**config.mk**
```make
export PLATFORM = sky130hd
export DESIGN_NAME = decode_unit
export DESIGN_NICKNAME = d
export VERILOG_FILES = /design/src/rtl/decode_unit.sv
export SDC_FILE = /design/constraint.sdc
export NUM_CORES = 1
export LEC_CHECK = 0
export CAP_MARGIN = 25
export CORE_AREA = 2 2 81 91
export CTS_CLUSTER_DIAMETER = 100
export CTS_CLUSTER_SIZE = 10
export DETAILED_ROUTE_END_ITERATION = 8
export DIE_AREA = 0 0 83 93
export HOLD_SLACK_MARGIN = 0.05
export PLACE_DENSITY = 0.83
export RECOVER_POWER = 100
export SETUP_SLACK_MARGIN = 0.02
export SYNTH_ARGS = -nofsm -noshare
export SYNTH_HDL_FRONTEND = slang
export SYNTH_SLANG_ARGS = --single-unit
```
**constraint.sdc**
```tcl
create_clock -name clk -period 7.35 [get_ports clk]
set_input_delay 1.8375 -clock clk [delete_from_list [all_inputs] [get_ports clk]]
set_output_delay 1.8375 -clock clk [all_outputs]
set_load 0.05 [all_outputs]
```
**src/rtl/decode_unit.sv**
```systemverilog
// Decode stage: splits a 16-bit instruction into register/address fields,
// stalls on scoreboard hazards and holds one decoded instruction for execute.
module decode_unit #(
  parameter int unsigned DATA_W   = 16,
  parameter logic [3:0]  OP_NOP   = 4'h0,
  parameter logic [3:0]  OP_LOAD  = 4'hC,
  parameter logic [3:0]  OP_STORE = 4'hD,
  parameter int unsigned CNT_W    = 16
) (
  input  logic              clk,
  input  logic              rst,
  input  logic              in_valid,
  output logic              in_ready,
  input  logic [15:0]       instr,
  input  logic              flush,
  output logic [3:0]        srcReg1,
  output logic [3:0]        srcReg2,
  input  logic [DATA_W-1:0] srcRegVal1,
  input  logic [DATA_W-1:0] srcRegVal2,
  input  logic              inuse1,
  input  logic              inuse2,
  output logic [3:0]        nextDestReg,
  output logic              destClaim,
  output logic              out_valid,
  input  logic              out_ready,
  output logic [3:0]        opcode,
  output logic [3:0]        destReg,
  output logic [DATA_W-1:0] srcVal1,
  output logic [DATA_W-1:0] srcVal2,
  output logic [7:0]        memAddr,
  output logic              used1,
  output logic              used2,
  output logic [CNT_W-1:0]  stall_cnt
);

  logic [3:0]        op;
  logic              is_load, is_store, is_alu;
  logic              need1, need2, has_dest;
  logic [3:0]        src1, src2, dest;
  logic [7:0]        addr;
  logic              hazard, accept;

  logic              out_valid_q, out_valid_d;
  logic [3:0]        opcode_q, opcode_d;
  logic [3:0]        dest_reg_q, dest_reg_d;
  logic [DATA_W-1:0] src_val1_q, src_val1_d;
  logic [DATA_W-1:0] src_val2_q, src_val2_d;
  logic [7:0]        mem_addr_q, mem_addr_d;
  logic              used1_q, used1_d;
  logic              used2_q, used2_d;
  logic [CNT_W-1:0]  stall_cnt_q, stall_cnt_d;

  always_comb begin
    op       = instr[15:12];
    is_load  = (op == OP_LOAD);
    is_store = (op == OP_STORE);
    is_alu   = !is_load && !is_store && (op != OP_NOP);
    need1    = is_alu || is_store;
    need2    = is_alu;
    has_dest = is_alu || is_load;
    src1     = '0;
    src2     = '0;
    dest     = '0;
    addr     = '0;
    if (is_alu) begin
      dest = instr[11:8];
      src1 = instr[7:4];
      src2 = instr[3:0];
    end else if (is_load) begin
      dest = instr[3:0];
      addr = instr[11:4];
    end else if (is_store) begin
      src1 = instr[3:0];
      addr = instr[11:4];
    end
  end

  assign hazard   = in_valid && ((need1 && inuse1) || (need2 && inuse2));
  assign in_ready = rst && !flush && !hazard && (!out_valid_q || out_ready);
  assign accept   = in_valid && in_ready;

  assign srcReg1     = src1;
  assign srcReg2     = src2;
  assign nextDestReg = dest;
  assign destClaim   = accept && has_dest;

  always_comb begin
    out_valid_d = out_valid_q;
    opcode_d    = opcode_q;
    dest_reg_d  = dest_reg_q;
    src_val1_d  = src_val1_q;
    src_val2_d  = src_val2_q;
    mem_addr_d  = mem_addr_q;
    used1_d     = used1_q;
    used2_d     = used2_q;
    stall_cnt_d = stall_cnt_q;
    if (hazard && !flush && (stall_cnt_q != '1))
      stall_cnt_d = stall_cnt_q + CNT_W'(1);
    // flush only retires the valid bit; payload stays as-is
    if (flush) begin
      out_valid_d = 1'b0;
    end else if (accept) begin
      out_valid_d = 1'b1;
      opcode_d    = op;
      dest_reg_d  = dest;
      src_val1_d  = need1 ? srcRegVal1 : '0;
      src_val2_d  = need2 ? srcRegVal2 : '0;
      mem_addr_d  = addr;
      used1_d     = need1;
      used2_d     = need2;
    end else if (out_valid_q && out_ready) begin
      out_valid_d = 1'b0;
    end
  end

  always_ff @(posedge clk) begin
    if (!rst) begin
      out_valid_q <= 1'b0;
      opcode_q    <= '0;
      dest_reg_q  <= '0;
      src_val1_q  <= '0;
      src_val2_q  <= '0;
      mem_addr_q  <= '0;
      used1_q     <= 1'b0;
      used2_q     <= 1'b0;
      stall_cnt_q <= '0;
    end else begin
      out_valid_q <= out_valid_d;
      opcode_q    <= opcode_d;
      dest_reg_q  <= dest_reg_d;
      src_val1_q  <= src_val1_d;
      src_val2_q  <= src_val2_d;
      mem_addr_q  <= mem_addr_d;
      used1_q     <= used1_d;
      used2_q     <= used2_d;
      stall_cnt_q <= stall_cnt_d;
    end
  end

  assign out_valid = out_valid_q;
  assign opcode    = opcode_q;
  assign destReg   = dest_reg_q;
  assign srcVal1   = src_val1_q;
  assign srcVal2   = src_val2_q;
  assign memAddr   = mem_addr_q;
  assign used1     = used1_q;
  assign used2     = used2_q;
  assign stall_cnt = stall_cnt_q;

endmodule

```
After elaboration in Yosys (flattened, before gate mapping):

Cells that the tools add are included.

* $add $sub $neg: 1
* eq/ne operators: 3
* mux-type cells: 13
* bitwise logic cells: 2
* reduce and logical (&&, ||, !) cells: 26

Operators by type and width (number)
* 16-bit two-way mux: 2
* 4-bit two-way mux: 6
* 8-bit two-way mux: 3
* 16-bit by 1-bit adder with 16-bit output, second input constant: 1
* 16-bit != test, second input constant: 1
* 1-bit logical AND: 13
* 4-bit equality test, second input constant: 2
* 1-bit logical NOT: 5
* 1-bit logical OR: 4
* 4-bit nonzero test: 1
* 1-bit two-way mux: 2
* 1-bit NOT: 2
* 2-bit AND reduction: 1
* 2-bit nonzero test: 1
* 2-bit OR reduction: 1

* register bits after elaboration: 67
* output and inout port bits: 81

Longest topological paths before layout:

Gate-level depths: netlist (run 1).

* depth in word-level cells: 13
* gate-level depth with buffers: 8

Worst setup path before layout (run 1):

OpenSTA, ideal clock, no wires.

* kind: input port to output port
* start: input port instr[14]
* end: output port destClaim
* arrival: 3733 ps
* slack: 1779 ps
* cell stages on the path: 5
* path buffers: 1
* path through: and2b_1 o41ai_4 o2111ai_1 clkbuf_1 nor2_1

* longest elaborated chain between the ends: 13
* elaborated cells on any way between the ends: 18

Ends and longest elaborated chain
* start: declaration: line 14 `input logic [15:0] instr,`
* 4-bit equality test, on equally long branches: line 55, 56
* 1-bit logical NOT: line 57 `is_alu = !is_load && !is_store && (op != OP_NOP);`
* 1-bit logical AND (2 in series): line 57
* 1-bit logical OR: line 58 `need1 = is_alu || is_store;`
* 1-bit logical AND: line 78 `assign hazard = in_valid && ((need1 && inuse1) || (need2 && inuse2));`
* 1-bit logical OR: line 78
* 1-bit logical AND: line 78
* 1-bit logical NOT: line 79 `assign in_ready = rst && !flush && !hazard && (!out_valid_q || out_ready);`
* 1-bit logical AND (2 in series): line 79
* 1-bit logical AND: line 80 `assign accept = in_valid && in_ready;`
* 1-bit logical AND (*): line 85 `assign destClaim = accept && has_dest;`
* end: declaration: line 23 `output logic destClaim,`

Every way passes the cells marked *; elsewhere a longest branch is shown, timed or not.

Final worst setup path (run 1):

* start: input port instr[15]
* end: output port destClaim

Same word-level chain as after synthesis.

==> results of run 1 <==
[through the flow]
step / util [%] / std cells / total power, W / worst slack [ps] / hold slack, ps
3_3_place_gp: 62.88 / 535 / 0.0005526 / 1061 / 436.8
3_5_place_dp: 62.88 / 535 / 0.0005548 / 977.7 / 442.6
5_1_grt: 65.90 / 552 / 0.0009502 / 491.9 / 477.6
2_1_floorplan: - / 335 / 0.0004821 / 1780 / 676.4
6_report: 65.90 / 552 / 0.0009184 / 686.6 / 452.1
4_1_cts: 66.52 / 551 / 0.0009323 / 968.3 / 458.0
[final cells by class]
cell class,instances,area (um2),share of cell area [%]
clock buffer,10,137.6,3.050
clock inverter,6,111.4,2.468
inverter,6,22.52,0.4992
multi-input combinational,239,1431,31.72
sequential,67,1341,29.73
tap,85,106.4,2.357
timing repair buffer,139,1361,30.17
[path summary, 6_finish.rpt]
path / from / to / depth (start not counted)
worst max-delay path: instr[15] / destClaim / 6
worst max register to register: out_valid / srcVal1[10] / 6
worst min-delay path: opcode[1] / opcode[1] / 2
worst min register to register: opcode[1] / opcode[1] / 2
[state kept, by name, indices dropped and copies added, names as in the netlist]
register and flops:
used1 1, srcVal1 16, srcVal2 16, destReg 4, stall_cnt 16, memAddr 8
opcode 4, used2 1, out_valid 1
[tightest hold or removal path, stage by stage, from the launching register on]
cell	delay, ps
dfxtp_1	310
nand3_1	60
nand2_1	40
[synth_stat cells, types with 2 or more instances]
library cell	number	area share [%]
dfxtp_1	67	46
nand3_1	63	11
nand2_1	55	7.1
a22o_1	20	6.0
clkbuf_1	14	1.8
a21oi_1	11	1.9
o21ai_0	9	1.5
or4_1	8	2.1
a21o_1	7	1.8
buf_2	7	1.2
nor2_1	7	0.90
or3_1	7	1.5
inv_1	6	0.77
o31ai_1	6	1.5
nand4_1	5	1.1
a32o_1	4	1.4
and2_1	4	0.86
nand2b_1	4	0.86
and4_1	2	0.60
nor3_1	2	0.34
o211ai_1	2	0.51
[report_power, final]
part           internal [W]  total [W]  switching [W]
clock              0.000235   0.000380       0.000145
sequential         0.000372   0.000377     0.00000499
combinational     0.0000596   0.000161       0.000101
[layer usage]
metal | track usage (%) | vias up | routed length, um
met5 | 0 | - | 0
met4 | 9.836 | 0 | 238
met3 | 5.914 | 19 | 569
met2 | 37.77 | 120 | 4383
met1 | 26.59 | 1475 | 3600
li1 | - | 1484 | -
[cells by family after synthesis]
kind of cell	Yosys count
AOI/OAI and AO/OA	70
adders and majority gates	1
buffers and inverters	29
and+or+nand+nor	166
DFF	67
xor gates and xnor gates	1
muxes	1
==> results by group, run 1 <==
Power and ir drop
  – Power Dens Cells: ~200 nW/um2
  – P_leak: between 1.5 and 2 nW
  – Peak supply drop: between 150 and 200 uV

Layout
  – Most common cell after layout, fill and taps aside: dlygate4sd3_1
  – Ant. Diodes: 0
  – Fill cells: 568
  – Ratio of cells with drive above 1 in the final layout: 5.353%
  – Area grow syn2layout: 54.63%
  – Nets@finish: between 500 and 600
  – Final instance area: between 4000 and 5000 um2
  – Most frequent cells in the layout: 80 x dlygate4sd3_1, 67 x dfxtp_1, 63 x nand3_1

Flow run
  – Max-Cap Viols: 1

Clocking
  – CTS H-tree lvls: 3
  – Hold Buf Count CTS: 0
  – Root Driver: clkbuf_8
  – Clk_lat worst skew: between 300 and 400 ps
  – Clock Pin Slew Worst Setup and Hold Paths: around 70 ps
  – Setup bufs post-CTS: 0
  – CTS resizes: 0
  – Clk buf depth: 2
  – Num CTS Buffers: 9
  – Clock sinks: 67
  – CTS tree: yes

Worst setup path
  – FF-to-FF setup slack: ~4500 ps
  – Critical path type: in2out
  – Delay-heaviest family, CP: compound AO/OA/AOI/OAI gates
  – CP required: between 5000 and 6000 ps
  – CP endpoint kind: output pin
  – Max FO, Critical Path: 15
  – Startpoint types: primary input
  – Slowest stage cell, crit path: o41ai_1
  – CP max stage delay: 1110 ps
  – CP Buf/Inv Count: 2
  – CP Cell Sequence: dlygate4sd3_1, and2b_1, o41ai_1, o2111ai_2, nor2_1, clkbuf_1
  – Arr. time, crit path: 4830 ps

Drt
  – Via count: 3098
  – Initial DRT Pass Iterations: 4
  – Vias per inst: between 5 and 6
  – Routed Antenna Nets: 0
  – Drt drc: 0
  – Initial DRC count: approximately 120
  – Drt total wl: approximately 9000 um
  – Drt wl/cell: 15.93 um

Global routing
  – GRT Residual Overflow: 0
  – Initial antenna violation count: 0
  – Largest net degree at the start of global routing: 43
  – Number of global-route vias before repair: 2914
  – First-pass GRT wire length: around 14000 um
  – Tot GR Track Use: between 20% and 30%

STA
  – Final setup violation count: 0
  – Slew margin rel.: -4.049%
  – Final Hold Fails: 0
  – Tcrit/Tclk final: 90.66%
  – Skew final: around 6.4 ps
  – Tmin final: 6663 ps
  – TNS Setup: 0 ps
  – Worst-Margin Slew: 1561 ps
  – RSZ-0062 raised after global routing: no
  – Achievable Freq: ~150 MHz
  – Max-slew violation count: 35

Worst hold path
  – Worst min path class: reg2reg

Floorplanning
  – Io pins: 136
  – Initial Util: 42.62%
  – Die Span Y: between 90 and 100 um
  – Total Die Area: 7719 um2
  – Core Box Area: just under 7000 um2
  – Row cnt: 32
  – Die X: around 83 um

Yosys
  – Largest family of logic cells by synthesized area: simple AND/OR/NAND/NOR gates
  – Seq cells post-synth: 67
  – Post-synth ARST share: 0%
  – Mux cell area share after synthesis: less than 1%
  – Post-Synth XOR/XNOR Area: less than 1%
  – Seq/Total Area, Yosys: 45.97%
  – Synth Flop Type: dfxtp_1
  – Cell count after synthesis: 335
  – Synth Warn #: 0
  – Mapped Area: about 2900 um2
  – Adder-Cell Fraction of Synth Area: less than 1%
  – Mean Syn Cell Area: around 8.7 um2
  – Simple-gate share of the synthesized area: between 20 and 30%
  – Net Count, Synth: 391
  – Number of synthesized flops with an enable pin: 0
  – Compound-Gate Fraction of Synth Area: approximately 20%
  – Distinct cell type count after synthesis: 46

Placed design
  – GPL Wtd Cong: roughly 0.8
  – Hpwl dp: 6295 um
  – Placed inst area: roughly 4300 um2
  – Buffers on Ports: 135

Outcome
  – Run status: finished with violations
  – Violated checks: capacitance limit, slew limit
Note: power is estimated with default switching activity, not from simulation.
==> run 2: changes to the inputs <==
Settings changed: CTS_CLUSTER_SIZE 10 to default.
==> results of run 2 <==
Same layout as run 1: the final DEF is identical, and so are final timing and power.
==> variant 1 (settings of run 2) <==
Register the output `stall_cnt` once more; this adds one clock of latency there. The other outputs are not delayed to match.
--- a/src/rtl/decode_unit.sv
+++ b/src/rtl/decode_unit.sv
@@ -145,7 +145,9 @@
   assign memAddr   = mem_addr_q;
   assign used1     = used1_q;
   assign used2     = used2_q;
-  assign stall_cnt = stall_cnt_q;
+  always_ff @(posedge clk) begin
+    stall_cnt <= stall_cnt_q;
+  end
 
 endmodule
 
Formal check against the unedited RTL: not equivalent (a bounded check fails within 4 cycles, from zero or initial values and one cycle with rst low).
==> variant 1 against run 2 <==
Cell area up 6.2%. Sequential cell count increased by 16. Fmax increased by 2.6%. Cell count grew 3.3%. Total power increased by 1.1%. Critical path depth is 1 lower. Count of clock-buffer cells in the layout did not move. Routed wire length increased by 0.97%. Setup slack improved by 170 ps. Sequential share of layout area increased by 4.9 points. Synthesized area rose by 11%.
==> variant 1: results (changes against run 2) <==
Synth
  – Compound-cell area share of the yosys netlist: 0.199 (+0.00248)
  – Post-Synth XOR/XNOR Area: 0.00270 (-0.000298)
  – Post-synthesis sequential area ratio: 0.513 (+0.0532)
  – Largest cells by area after synthesis: dfxtp_1 51%, a22o_1 8.7%, nand3_1 6.0%
  – Commonest cells post-synth: 83 x dfxtp_1, 47 x nand2_1, 39 x nand3_1, 32 x a22o_1, 28 x a21oi_1
  – Synth Net Count: 410 (+4.9%)
  – Netlist cell types: 43 (-6.5%)
  – Async set-reset flop share out of synthesis: 0 (unchanged)
  – Mux share of post-synthesis cell area: 0.0154 (+0.0120)
  – Warnings from Yosys: 0 (unchanged)
  – Main synth FF type: dfxtp_1
  – Adder-Cell Fraction of Synth Area: 0.00386 (-0.000426)

Clock tree
  – Post-CTS sizing: 0 (unchanged)
  – CTS Buf Count: 9 (unchanged)
  – # Post-CTS Setup Buffers: 0 (unchanged)
  – Clock Tree Root: clkbuf_8
  – Worst skew pair latency: 360 ps (+20 ps)

Critical path
  – Worst-path maximum fanout: 22 (+7)
  – Critical Path End: srcReg2[3]
  – Reg2reg start: out_valid
  – Critical Path Slowest Stage Cell: dlygate4sd3_1
  – R2R cell count: 5 (-1)
  – Critical Path AT: 4660 ps (-170 ps)
  – FF-to-FF End: out_valid
  – Largest stage delay on the critical path: 880 ps (-230 ps)
  – Flop2flop setup slack: 5100 ps (+620 ps)

Final layout
  – Layout Nets: 536 (+3.5%)
  – N_diodes: 0 (unchanged)
  – Layout cells sized above 1: 0.0433 (-0.0102)

Placement
  – Gpl congestion: 0.798 (-0.14%)
  – Placed instance area: 0.00460 mm^2 (+6.9%)
  – Detailed Place HPWL: 6320 um (+0.46%)
  – Post-Place Worst Slack: 1010 ps (+31.4 ps)

Detailed routing
  – Total wire length: 8880 um (+0.97%)
  – Vias per inst: 5.55 (-1.2%)
  – DR iter-0 viols: 177 (+44%)

Power
  – Leak: 1.98 nW (+0.14%)
  – Peak supply drop: 0.106 mV (-37%)

GRT
  – Global-route wire length before repair: 14600 um (+3.4%)
  – Largest net degree at the start of global routing: 35 (-19%)
  – Vias in the first global route: 3036 (+4.2%)
  – Total track usage: 0.232 (+0.00880)

Worst hold path
  – HP Class: flip-flop to flip-flop
  – Hold_sp: stall_cnt_q[14]

Timing
  – Relative slew slack: 0.0255 (+0.0660)
  – Setup Skew: 6.10 ps (-0.273 ps)
  – Final min period: 6500 ps (-166 ps)

Outcome
  – Outcome: completed
[variant 1: critical path: cells and delay by family]
family / cells / cell delay, ps
buffers and inverters: 2 / 1750
AO/OA/AOI/OAI: 1 / 610
AND/OR/NAND/NOR: 2 / 460
[variant 1: how the worst min path moves through the flow]
stage	to	slack (ps)	cells past startpoint
floorplan	stall_cnt[11]	350	0
global placement	stall_cnt[11]	360	0
detailed placement	stall_cnt[11]	380	0
CTS	stall_cnt[11]	390	0
global route	stall_cnt[11]	400	0
finish	stall_cnt[14]	390	0
[variant 1: metal layers]
layer / vias to the layer above / track usage / part of all wire
met5: - / 0 / 0
met4: 0 / 0.0997 / 0.023
met3: 18 / 0.0724 / 0.085
met2: 123 / 0.403 / 0.50
met1: 1477 / 0.262 / 0.39
li1: 1544 / - / -
[variant 1: kinds of logic (layout without fill, tap and decap cells)]
kind of cell    Yosys count  count (layout)
simple gates            147             147
compound gates           90              90
flops                    83              83
buf+inv                  27             158
mux                       5               5
fa+ha+maj                 1               1
xor+xnor                  1               1
[variant 1: stage by stage]
step,std cells,total power [W],utilization
floorplan,354,0.000549,-
global placement,553,0.000609,0.672
detailed placement,553,0.000611,0.672
CTS,569,0.000939,0.701
global route,570,0.000964,0.700
finish,570,0.000928,0.700
[variant 1: layout make-up]
type,count,area [um^2]
fill,552,2050
sequential,83,1660
multi-input combinational,244,1430
timing repair buffer,139,1380
clock buffer,10,128
tap,85,106
clock inverter,6,73.8
inverter,3,11.3
[variant 1: where the power goes]
group / total, W / switching (W) / internal (W)
Clock: 0.000333 / 0.000172 / 0.000161
Sequential: 0.000459 / 0.00000335 / 0.000456
Combinational: 0.000137 / 0.0000814 / 0.0000551
==> variant 2 (settings of run 2) <==
Made on the original files. Change the parameter `DATA_W` from 16 to 24.
--- a/src/rtl/decode_unit.sv
+++ b/src/rtl/decode_unit.sv
@@ -1,7 +1,7 @@
 // Decode stage: splits a 16-bit instruction into register/address fields,
 // stalls on scoreboard hazards and holds one decoded instruction for execute.
 module decode_unit #(
-  parameter int unsigned DATA_W   = 16,
+  parameter int unsigned DATA_W   = 24,
   parameter logic [3:0]  OP_NOP   = 4'h0,
   parameter logic [3:0]  OP_LOAD  = 4'hC,
   parameter logic [3:0]  OP_STORE = 4'hD,
Interface: changed (resized srcRegVal1, srcRegVal2, srcVal1 and srcVal2); port bits go from 136 to 168. The function was not compared with the original's and may differ.
==> variant 2 against run 2 <==
Cell area up 19%. Routed wire length up 26%. Clock power down 13%. Largest cell class is now non-clock buffers. The flow still finishes with violations (max-capacitance violations, max-slew violations). Sequential cell count up 16. Setup slack better by 28 ps. Clock skew up 0.81 ps. Synthesized area up 21%. Total power up 2.9%.
==> variant 2: results (changes against run 2) <==
Outcome
  – Outcome: finished with violations
  – Violated checks: max-capacitance violations, max-slew violations

Final layout
  – Layout cells sized above 1: 0.0424 (-0.0112)
  – Layout Nets: 657 (+27%)
  – FILL cells: 497 (-13%)
  – N_diodes: 0 (unchanged)

GRT
  – Largest net degree at the start of global routing: 68 (+58%)
  – Initial antenna violation count: 0 (unchanged)
  – Total track usage: 0.280 (+0.0568)
  – Global-route wire length before repair: 17700 um (+25%)
  – Vias in the first global route: 3592 (+23%)

Critical path
  – Worst-path maximum fanout: 33 (+18)
  – Critical Path AT: 4800 ps (-30 ps)
  – R2R cell count: 6 (unchanged)
  – Critical path startpoint: instr[15]
  – Reg2reg start: out_valid

Synth
  – Post-synthesis sequential area ratio: 0.469 (+0.00940)
  – Synth Net Count: 513 (+31%)
  – Main synth FF type: dfxtp_1
  – Async set-reset flop share out of synthesis: 0 (unchanged)
  – Commonest cells post-synth: 83 x dfxtp_1, 77 x nand2_1, 70 x a21oi_1, 62 x nand3_1, 29 x clkbuf_1
  – Warnings from Yosys: 0 (unchanged)
  – Largest cells by area after synthesis: dfxtp_1 47%, a21oi_1 9.9%, nand3_1 8.8%
  – Netlist cell types: 42 (-8.7%)
  – Post-synthesis area per instance: 8.03 um^2 (-7.8%)

Clock tree
  – Post-CTS sizing: 0 (unchanged)
  – CTS Buf Count: 9 (unchanged)
  – CTS clk-pin slew, worst paths: 80 ps
  – Clk buf depth: 2 (unchanged)
  – Worst skew pair latency: 350 ps
  – Clock Tree Root: clkbuf_8

Worst hold path
  – Hold_sp: srcVal1[19]
  – HP Class: flip-flop to flip-flop
  – Hold Crit Depth: 2 (unchanged)

Placement
  – Gpl congestion: 0.825 (+3.3%)
  – Detailed Place HPWL: 7900 um (+26%)
  – IO buf count: 167 (+24%)
  – Post-Place Worst Slack: 868 ps (-109 ps)
  – Placed instance area: 0.00520 mm^2 (+21%)

Timing
  – Final setup margin: 715 ps (+28.2 ps)
  – Setup Skew: 7.18 ps (+0.807 ps)
  – Fin. max-slew vios: 68 (+94%)
  – Worst slew pin tran: 2850 ps (+1290 ps)

Detailed routing
  – Vias per inst: 5.60 (-0.17%)
  – Remaining DRCs: 0 (unchanged)
  – WL/cell: 16.5 um (+3.3%)
  – Pre-antenna DRT Iters: 5 (+1)
  – DR iter-0 viols: 210 (+71%)
  – Total wire length: 11100 um (+26%)

Power
  – Net Sw Frac: 0.283 (+0.00912)
  – Leak: 2.07 nW (+4.8%)
  – Peak supply drop: 0.129 mV (-23%)

Run
  – Max_cap viols: 1 (unchanged)
## variant 2: cell types whose count changed after synthesis, sizes merged, moves of 4 or more
cell    delta
a21oi     +59
a22o      -12
clkbuf    +15
mux2i      +5
nand2     +23
dfxtp     +16
a21o       -6
nor2      +10
nand2b     +4
## variant 2: path summary, 6_finish.rpt
| path | endpoint | slack [ps] |
|---|---|---|
| worst max-delay path | srcReg1[3] | 710 |
| worst min-delay path | srcVal1[19] | 450 |
| worst max register to register | srcVal2[5] | 4050 |
| worst min register to register | srcVal1[19] | 450 |
## variant 2: power by group through the flow
stage	sequential (W)	combinational, W	clock (W)
after floorplan	0.000493	0.0000629	0
after global placement	0.000470	0.000155	0
after detailed placement	0.000470	0.000158	0
after CTS	0.000460	0.000159	0.000339
after global routing	0.000461	0.000162	0.000359
final	0.000459	0.000154	0.000332
## variant 2: through the flow
stage | util | hold slack [ps]
3_5_place_dp | 0.760 | 445
6_report | 0.786 | 451
4_1_cts | 0.788 | 456
3_3_place_gp | 0.757 | 437
5_1_grt | 0.786 | 472
2_1_floorplan | - | 671
## variant 2: cells by family (layout without fill, tap and decap cells)
kind of cell    count (synthesis)  count (layout)  share of synthesized area
buf+inv                        43             192                     0.0558
simple gates                  200             200                      0.272
xor+xnor                        1               1                    0.00247
fa+ha+maj                       1               1                    0.00353
flops                          83              83                      0.469
compound gates                107             107                      0.181
mux                             6               6                     0.0170
## variant 2: per-layer routing
layer	track usage	share of wire	wire length (um)
met1	0.331	0.40	4410
met2	0.477	0.51	5610
met3	0.0865	0.073	814
met4	0.105	0.024	263
met5	0	0	0
## variant 2: final cells by class
type	count	area [um^2]	share of cell area
Clock buffer	9	124	0.0230
Tap cell	85	106	0.0198
Sequential cell	83	1660	0.309
Inverter	4	15.0	0.00279
Clock inverter	7	73.8	0.0137
Multi-Input combinational cell	315	1680	0.313
Timing Repair Buffer	172	1720	0.319
## variant 2: worst max-delay path, stage by stage
cell and delay [ps]:
dlygate4sd3_1 790, or3_1 220, a21o_1 820, a32o_1 230, dlygate4sd3_1 900
